$ cat src/rtl/mem_arbiter_if.sv
// mem_arbiter_if: fetch port, load/store port and memory-side bus of mem_arbiter.
// Modports: slave = arbiter view, master = requesters/memory view.
interface mem_arbiter_if;
    logic        i_req;
    logic [26:0] i_addr;
    logic        i_done;
    logic [31:0] i_rdata;
    logic        d_req;
    logic        d_we;
    logic [26:0] d_addr;
    logic [31:0] d_wdata;
    logic        d_done;
    logic [31:0] d_rdata;
    logic        err;
    logic        mem_req_valid;
    logic        mem_re;
    logic        mem_we;
    logic [26:0] mem_read_addr;
    logic [26:0] mem_write_addr;
    logic [31:0] mem_write_data;
    logic        mem_req_completed;
    logic [31:0] mem_read_data;

    modport slave (
        input  i_req, i_addr, d_req, d_we, d_addr, d_wdata,
        input  mem_req_completed, mem_read_data,
        output i_done, i_rdata, d_done, d_rdata, err,
        output mem_req_valid, mem_re, mem_we,
        output mem_read_addr, mem_write_addr, mem_write_data
    );

    modport master (
        output i_req, i_addr, d_req, d_we, d_addr, d_wdata,
        output mem_req_completed, mem_read_data,
        input  i_done, i_rdata, d_done, d_rdata, err,
        input  mem_req_valid, mem_re, mem_we,
        input  mem_read_addr, mem_write_addr, mem_write_data
    );
endinterface

$ cat src/rtl/mem_arbiter.sv
// mem_arbiter: fetch + load/store front end for a single-port memory, one access in flight.
// Ports: CLK, RST_N (async, active low), bus (mem_arbiter_if.slave: both request ports + memory side).
module mem_arbiter #(
    parameter bit          DATA_PRIORITY  = 1'b1,
    parameter int unsigned TIMEOUT_CYCLES = 16
) (
    input  logic          CLK,
    input  logic          RST_N,
    mem_arbiter_if.slave  bus
);
    typedef enum logic [1:0] {IDLE, ISSUE, WAIT, RESP} state_t;

    localparam int CW = (TIMEOUT_CYCLES > 0) ? $clog2(TIMEOUT_CYCLES + 1) : 1;

    state_t        state, state_nxt;
    logic          owner_q;   // 1 = data port owns the access
    logic          last_d;    // last grant went to the data port
    logic          we_q;
    logic [26:0]   addr_q;
    logic [31:0]   wdata_q;
    logic [31:0]   rdata_q;
    logic          err_q;
    logic [CW-1:0] cnt;
    logic [CW-1:0] cnt_inc;
    logic          grant_d;
    logic          any_req;
    logic          timeout_hit;

    always_comb begin
        grant_d = 1'b0;
        unique case (1'b1)
            bus.i_req && bus.d_req:  grant_d = DATA_PRIORITY ? 1'b1 : ~last_d;
            !bus.i_req && bus.d_req: grant_d = 1'b1;
            default:                 grant_d = 1'b0;
        endcase
    end

    assign any_req     = bus.i_req | bus.d_req;
    assign cnt_inc     = cnt + 1'b1;
    // Counter holds completed WAIT cycles; the exit fires on the cycle it would reach the limit.
    assign timeout_hit = (TIMEOUT_CYCLES != 0) && (cnt_inc == CW'(TIMEOUT_CYCLES));

    always_comb begin
        state_nxt = state;
        unique case (state)
            IDLE:    if (any_req) state_nxt = ISSUE;
            ISSUE:   state_nxt = WAIT;
            WAIT:    if (bus.mem_req_completed || timeout_hit) state_nxt = RESP;
            RESP:    state_nxt = IDLE;
            default: state_nxt = IDLE;
        endcase
    end

    always_ff @(posedge CLK or negedge RST_N) begin
        if (!RST_N) begin
            state   <= IDLE;
            owner_q <= 1'b0;
            last_d  <= 1'b0;
            we_q    <= 1'b0;
            addr_q  <= '0;
            wdata_q <= '0;
            rdata_q <= '0;
            err_q   <= 1'b0;
            cnt     <= '0;
        end else begin
            state <= state_nxt;
            unique case (state)
                IDLE: begin
                    if (any_req) begin
                        owner_q <= grant_d;
                        last_d  <= grant_d;
                        we_q    <= grant_d & bus.d_we;
                        addr_q  <= grant_d ? bus.d_addr : bus.i_addr;
                        wdata_q <= grant_d ? bus.d_wdata : 32'h0;
                    end
                end
                ISSUE: cnt <= '0;
                WAIT: begin
                    if (bus.mem_req_completed) begin
                        rdata_q <= we_q ? 32'h0 : bus.mem_read_data;
                        err_q   <= 1'b0;
                    end else begin
                        cnt <= cnt_inc;
                        if (timeout_hit) begin
                            rdata_q <= 32'h0;
                            err_q   <= 1'b1;
                        end
                    end
                end
                default: ;
            endcase
        end
    end

    logic issue, resp;
    assign issue = (state == ISSUE);
    assign resp  = (state == RESP);

    assign bus.mem_req_valid  = issue;
    assign bus.mem_re         = issue & ~we_q;
    assign bus.mem_we         = issue & we_q;
    assign bus.mem_read_addr  = addr_q;
    assign bus.mem_write_addr = addr_q;
    assign bus.mem_write_data = wdata_q;

    assign bus.i_done  = resp & ~owner_q;
    assign bus.d_done  = resp & owner_q;
    assign bus.i_rdata = bus.i_done ? rdata_q : 32'h0;
    assign bus.d_rdata = bus.d_done ? rdata_q : 32'h0;
    assign bus.err     = resp & err_q;
endmodule

$ cat src/flat_wrapper.sv
// flat-port wrapper written by rule: the top's interface ports become plain ports
module mem_arbiter_flat 
#(
    parameter bit          DATA_PRIORITY  = 1'b1,
    parameter int unsigned TIMEOUT_CYCLES = 16
)
  (CLK, RST_N, bus_i_req, bus_i_addr, bus_d_req, bus_d_we, bus_d_addr, bus_d_wdata, bus_mem_req_completed, bus_mem_read_data, bus_i_done, bus_i_rdata, bus_d_done, bus_d_rdata, bus_err, bus_mem_req_valid, bus_mem_re, bus_mem_we, bus_mem_read_addr, bus_mem_write_addr, bus_mem_write_data);
  mem_arbiter_if bus_i ();
  input  logic CLK;
  input  logic RST_N;
  input wire logic [$bits(bus_i.i_req)-1:0] bus_i_req;
  input wire logic [$bits(bus_i.i_addr)-1:0] bus_i_addr;
  input wire logic [$bits(bus_i.d_req)-1:0] bus_d_req;
  input wire logic [$bits(bus_i.d_we)-1:0] bus_d_we;
  input wire logic [$bits(bus_i.d_addr)-1:0] bus_d_addr;
  input wire logic [$bits(bus_i.d_wdata)-1:0] bus_d_wdata;
  input wire logic [$bits(bus_i.mem_req_completed)-1:0] bus_mem_req_completed;
  input wire logic [$bits(bus_i.mem_read_data)-1:0] bus_mem_read_data;
  output wire logic [$bits(bus_i.i_done)-1:0] bus_i_done;
  output wire logic [$bits(bus_i.i_rdata)-1:0] bus_i_rdata;
  output wire logic [$bits(bus_i.d_done)-1:0] bus_d_done;
  output wire logic [$bits(bus_i.d_rdata)-1:0] bus_d_rdata;
  output wire logic [$bits(bus_i.err)-1:0] bus_err;
  output wire logic [$bits(bus_i.mem_req_valid)-1:0] bus_mem_req_valid;
  output wire logic [$bits(bus_i.mem_re)-1:0] bus_mem_re;
  output wire logic [$bits(bus_i.mem_we)-1:0] bus_mem_we;
  output wire logic [$bits(bus_i.mem_read_addr)-1:0] bus_mem_read_addr;
  output wire logic [$bits(bus_i.mem_write_addr)-1:0] bus_mem_write_addr;
  output wire logic [$bits(bus_i.mem_write_data)-1:0] bus_mem_write_data;
  assign bus_i.i_req = bus_i_req;
  assign bus_i.i_addr = bus_i_addr;
  assign bus_i.d_req = bus_d_req;
  assign bus_i.d_we = bus_d_we;
  assign bus_i.d_addr = bus_d_addr;
  assign bus_i.d_wdata = bus_d_wdata;
  assign bus_i.mem_req_completed = bus_mem_req_completed;
  assign bus_i.mem_read_data = bus_mem_read_data;
  assign bus_i_done = bus_i.i_done;
  assign bus_i_rdata = bus_i.i_rdata;
  assign bus_d_done = bus_i.d_done;
  assign bus_d_rdata = bus_i.d_rdata;
  assign bus_err = bus_i.err;
  assign bus_mem_req_valid = bus_i.mem_req_valid;
  assign bus_mem_re = bus_i.mem_re;
  assign bus_mem_we = bus_i.mem_we;
  assign bus_mem_read_addr = bus_i.mem_read_addr;
  assign bus_mem_write_addr = bus_i.mem_write_addr;
  assign bus_mem_write_data = bus_i.mem_write_data;
  mem_arbiter #(.DATA_PRIORITY(DATA_PRIORITY), .TIMEOUT_CYCLES(TIMEOUT_CYCLES)) u_core (.CLK(CLK), .RST_N(RST_N), .bus(bus_i));
endmodule
$ cat config.mk
export PLATFORM = sky130hd
export DESIGN_NAME = mem_arbiter_flat
export DESIGN_NICKNAME = d
export VERILOG_FILES = /design/src/rtl/mem_arbiter_if.sv /design/src/rtl/mem_arbiter.sv /design/src/flat_wrapper.sv
export SDC_FILE = /design/constraint.sdc
export NUM_CORES = 1
export LEC_CHECK = 0
export ABC_AREA = 1
export CORE_UTILIZATION = 40
export DETAILED_ROUTE_END_ITERATION = 10
export GPL_TIMING_DRIVEN = 0
export PLACE_DENSITY_LB_ADDON = 0.25
export REMOVE_ABC_BUFFERS = 1
export SKIP_LAST_GASP = 1
export SLEW_MARGIN = 20
export SYNTH_ARGS = -nofsm -noshare
export SYNTH_HDL_FRONTEND = slang
export SYNTH_SLANG_ARGS = --single-unit
$ cat constraint.sdc
create_clock -name CLK -period 4.9 [get_ports CLK]
set_clock_uncertainty 0.15 [all_clocks]
set_input_delay 0.735 -clock CLK [delete_from_list [all_inputs] [get_ports CLK]]
set_output_delay 0.735 -clock CLK [all_outputs]
set_load 0.02 [all_outputs]
==> summary.txt <==
======================================================================================
Count of state elements after synthesis                                            101
Worst-path maximum fanout                                                           33
Wire length of the first global-routing pass                                  23.25 mm
Utilization after layout                                                        0.6572
Clock slew seen by the registers of the worst setup and hold paths             0.07 ns
Critical path data required time                                               4.01 ns
Number of I/O port buffers                                                         279
Number of inserted filler cells in the final layout                               1049
Summed instance area of the synthesized netlist                             5009 sq um
Count of instances resized after the clock tree is built                             0
Die width                                                                     113.9 um
Buffer cell driving the clock tree root                                      clkbuf_16
Data arrival time of the critical path                                         2.59 ns
Number of cell rows                                                                 40
Cell type contributing the most total cell area after synthesis                dfrtp_1
Iter 0 DRT Violations                                                              285
Die Ht                                                                        113.9 um
Number of distinct standard cells referenced by the synthesized netlist             24
Last weighted congestion value of the routability-driven placer                 0.8201
Worst setup EP type                                                        output port
Number of synthesized flops with an enable pin                                       0
DRC viols                                                                            0
Fraction of synthesis flops using an asynchronous set or reset pin               1.000
Post-CTS setup-driven buffer insertion count                                         0
Least-Margin Pin Slew                                                         1.044 ns
Maximum clock rate                                                           287.7 MHz
Final number of setup-violating endpoints                                            0
Switching power share of the total                                              0.4198
Boundary Pins                                                                      280
WL/cell                                                                       14.15 um
Number of H-tree branching levels                                                    3
Synthesis-to-layout area growth                                                 58.93%
Hold bufs inserted after CTS                                                         0
Total overflow reported by the global router                                         0
Share of power burned in the clock network                                       0.145
Final wirelength                                                              14.59 mm
Clock Tree Buf Depth                                                                 2
Average size of a mapped cell                                              7.925 sq um
First-pass DRT Iterations                                                            4
Source-to-sink clock delay at the later pin of the worst-skew pair             0.34 ns
FF-to-FF setup slack                                                           2.58 ns
Combinational power share                                                        0.535
Part of the Yosys area used for sequential elements                             0.5046
Leakage power                                                                 3.385 nW
Routed vias/inst                                                                 4.722
Core area                                                                  12110 sq um
Crit start category                                                          flip-flop
Largest net degree at the start of global routing                                   80
Final Critical Period                                                         3.476 ns
CTS tree                                                                         built
Register share of total power                                                    0.320
Via count of the first global-routing pass                                        4688
Area fraction of the dominant cell type after synthesis                         0.5046
Net switching power                                                           1.887 mW
Antenna Cells                                                                        0
Total global-route track usage                                                  0.2280
Maxcap violations                                                                    0
Prevailing post-synth register cell                                            dfrtp_1
Area occupied by multi-input gates                                          1802 sq um
Synth area leaders                                                        dfrtp_1 (50%), nand2_1 (11%), nor2_1 (7.1%)
Worst-case vdd ir drop                                                     0.0003640 V
Final hold vios                                                                      0
Internal                                                                      2.608 mW
Num CTS Buffers                                                                      9
Crit Path Category                                                          reg -> out
Result of the run                                                         finished, final reports clean
Final clock period utilization by the worst path                                0.7095
Slew Limit Headroom                                                             0.3023
Most numerous cell types in the synthesized netlist                       nand2_1 (141), dfrtp_1 (101), nor2_1 (95), inv_1 (78), o21ai_0 (47)
Final total negative setup slack                                                  0 ns
Clk sinks                                                                          101
Floorplan die area                                                         12970 sq um
Warning count from the yosys run                                                     0
Detailed Place HPWL                                                           10.88 mm
Combined flip-flop and latch cell area                                      2527 sq um
Initial antenna violation count                                                      0
Unrepaired setup endpoints after global routing                                  false
Net count reported at finish                                                       988
Starting Density                                                                0.4135
Antenna-violating nets left                                                          0
Vias post-DR                                                                      4868
Gate count after technology mapping                                                632
Count of final max-slew check failures                                               0
Pwr/cell area                                                             564.8 nW/um^2
Worst min-delay path class                                                 in -> async
Share of post-route cells with drive strength above 1                          0.04403
Most used standard cell by instance count after synthesis                      nand2_1
======================================================================================
==> worst paths after layout <==
path	from	to	cells past startpoint
min in group CLK	u_core.rdata_q[25]$_DFFE_PN0P_	u_core.rdata_q[25]$_DFFE_PN0P_	2
setup / recovery	u_core.state[1]$_DFFE_PN0P_	bus_i_rdata[10]	4
hold / removal	RST_N	u_core.rdata_q[13]$_DFFE_PN0P_	1
max in group asynchronous	RST_N	u_core.bus.mem_read_addr[6]$_DFFE_PN0P_	2
setup reg to reg	u_core.state[1]$_DFFE_PN0P_	u_core.bus.mem_read_addr[17]$_DFFE_PN0P_	6
hold reg to reg	u_core.rdata_q[25]$_DFFE_PN0P_	u_core.rdata_q[25]$_DFFE_PN0P_	2
==> kinds of logic after synthesis <==
family / synth area share
buffers and inverters: 0.1406
AND/OR/NAND/NOR: 0.2238
adder cells (fa/ha/maj): 0.01249
AO/OA/AOI/OAI: 0.1184
flip-flops: 0.5046
==> metal layers <==
layer  share of wire  global-route usage  vias to the layer above
met5               0                   0                        -
met4           0.025             0.09697                        0
met3           0.086             0.06695                       24
met2            0.50              0.4020                      223
met1            0.39              0.2571                     2227
li1                -                   -                     2394
==> power by group through the flow <==
stage,registers (mW),logic (mW),clock network (mW)
3_3_place_gp,1.43,2.34,0
2_1_floorplan,1.83,0.804,0
5_1_grt,1.48,2.61,0.702
6_report,1.44,2.41,0.653
3_5_place_dp,1.45,2.42,0
4_1_cts,1.44,2.43,0.664
==> registers in the layout, indices dropped and copies added (netlist names) <==
name and count:
u_core.bus.mem_write_data 32, u_core.rdata_q 32, u_core.bus.mem_read_addr 27, u_core.cnt 5, u_core.state 2, u_core.err_q 1
u_core.owner_q 1, u_core.we_q 1
==> layout make-up <==
class,count,share of cell area
well taps,168,0.02641
flip-flops and latches,101,0.3175
repair buffers,282,0.3598
inverters,79,0.03725
clock inverters,2,0.001257
multi-input cells,386,0.2263
clock buffers,13,0.03144
==> layout by cell type, fill, tap and decap left out, drive strengths merged, types with 5 or more instances in the layout <==
cell type / n
ha: 5
dfrtp: 101
nand2: 142
a31oi: 27
clkdlybuf4s50: 277
nor2: 95
nand3: 41
clkbuf: 13
buf: 5
o21ai: 70
inv: 78
==> through the flow <==
stage          total power [mW]  hold slack [ns]  std cells  setup WS, ns  cell area (sq um)
2_1_floorplan             2.630           0.2894        566         1.767               4601
4_1_cts                   4.529           0.1993       1031         1.393               7958
6_report                  4.496           0.1835       1031         1.424               7960
5_1_grt                   4.797           0.2335       1031         1.232               7960
3_5_place_dp              3.866           0.3237       1016         1.776               7697
3_3_place_gp              3.769           0.3158       1013       -0.8602               7604
==> critical path, cell delays in order (launching register included) <==
cell	delay, ns
dfrtp_1	0.40
ha_1	0.24
nand2_1	0.61
nor2_1	0.35
clkdlybuf4s50_1	0.65
No activity file was read; power rests on OpenSTA's default activity.
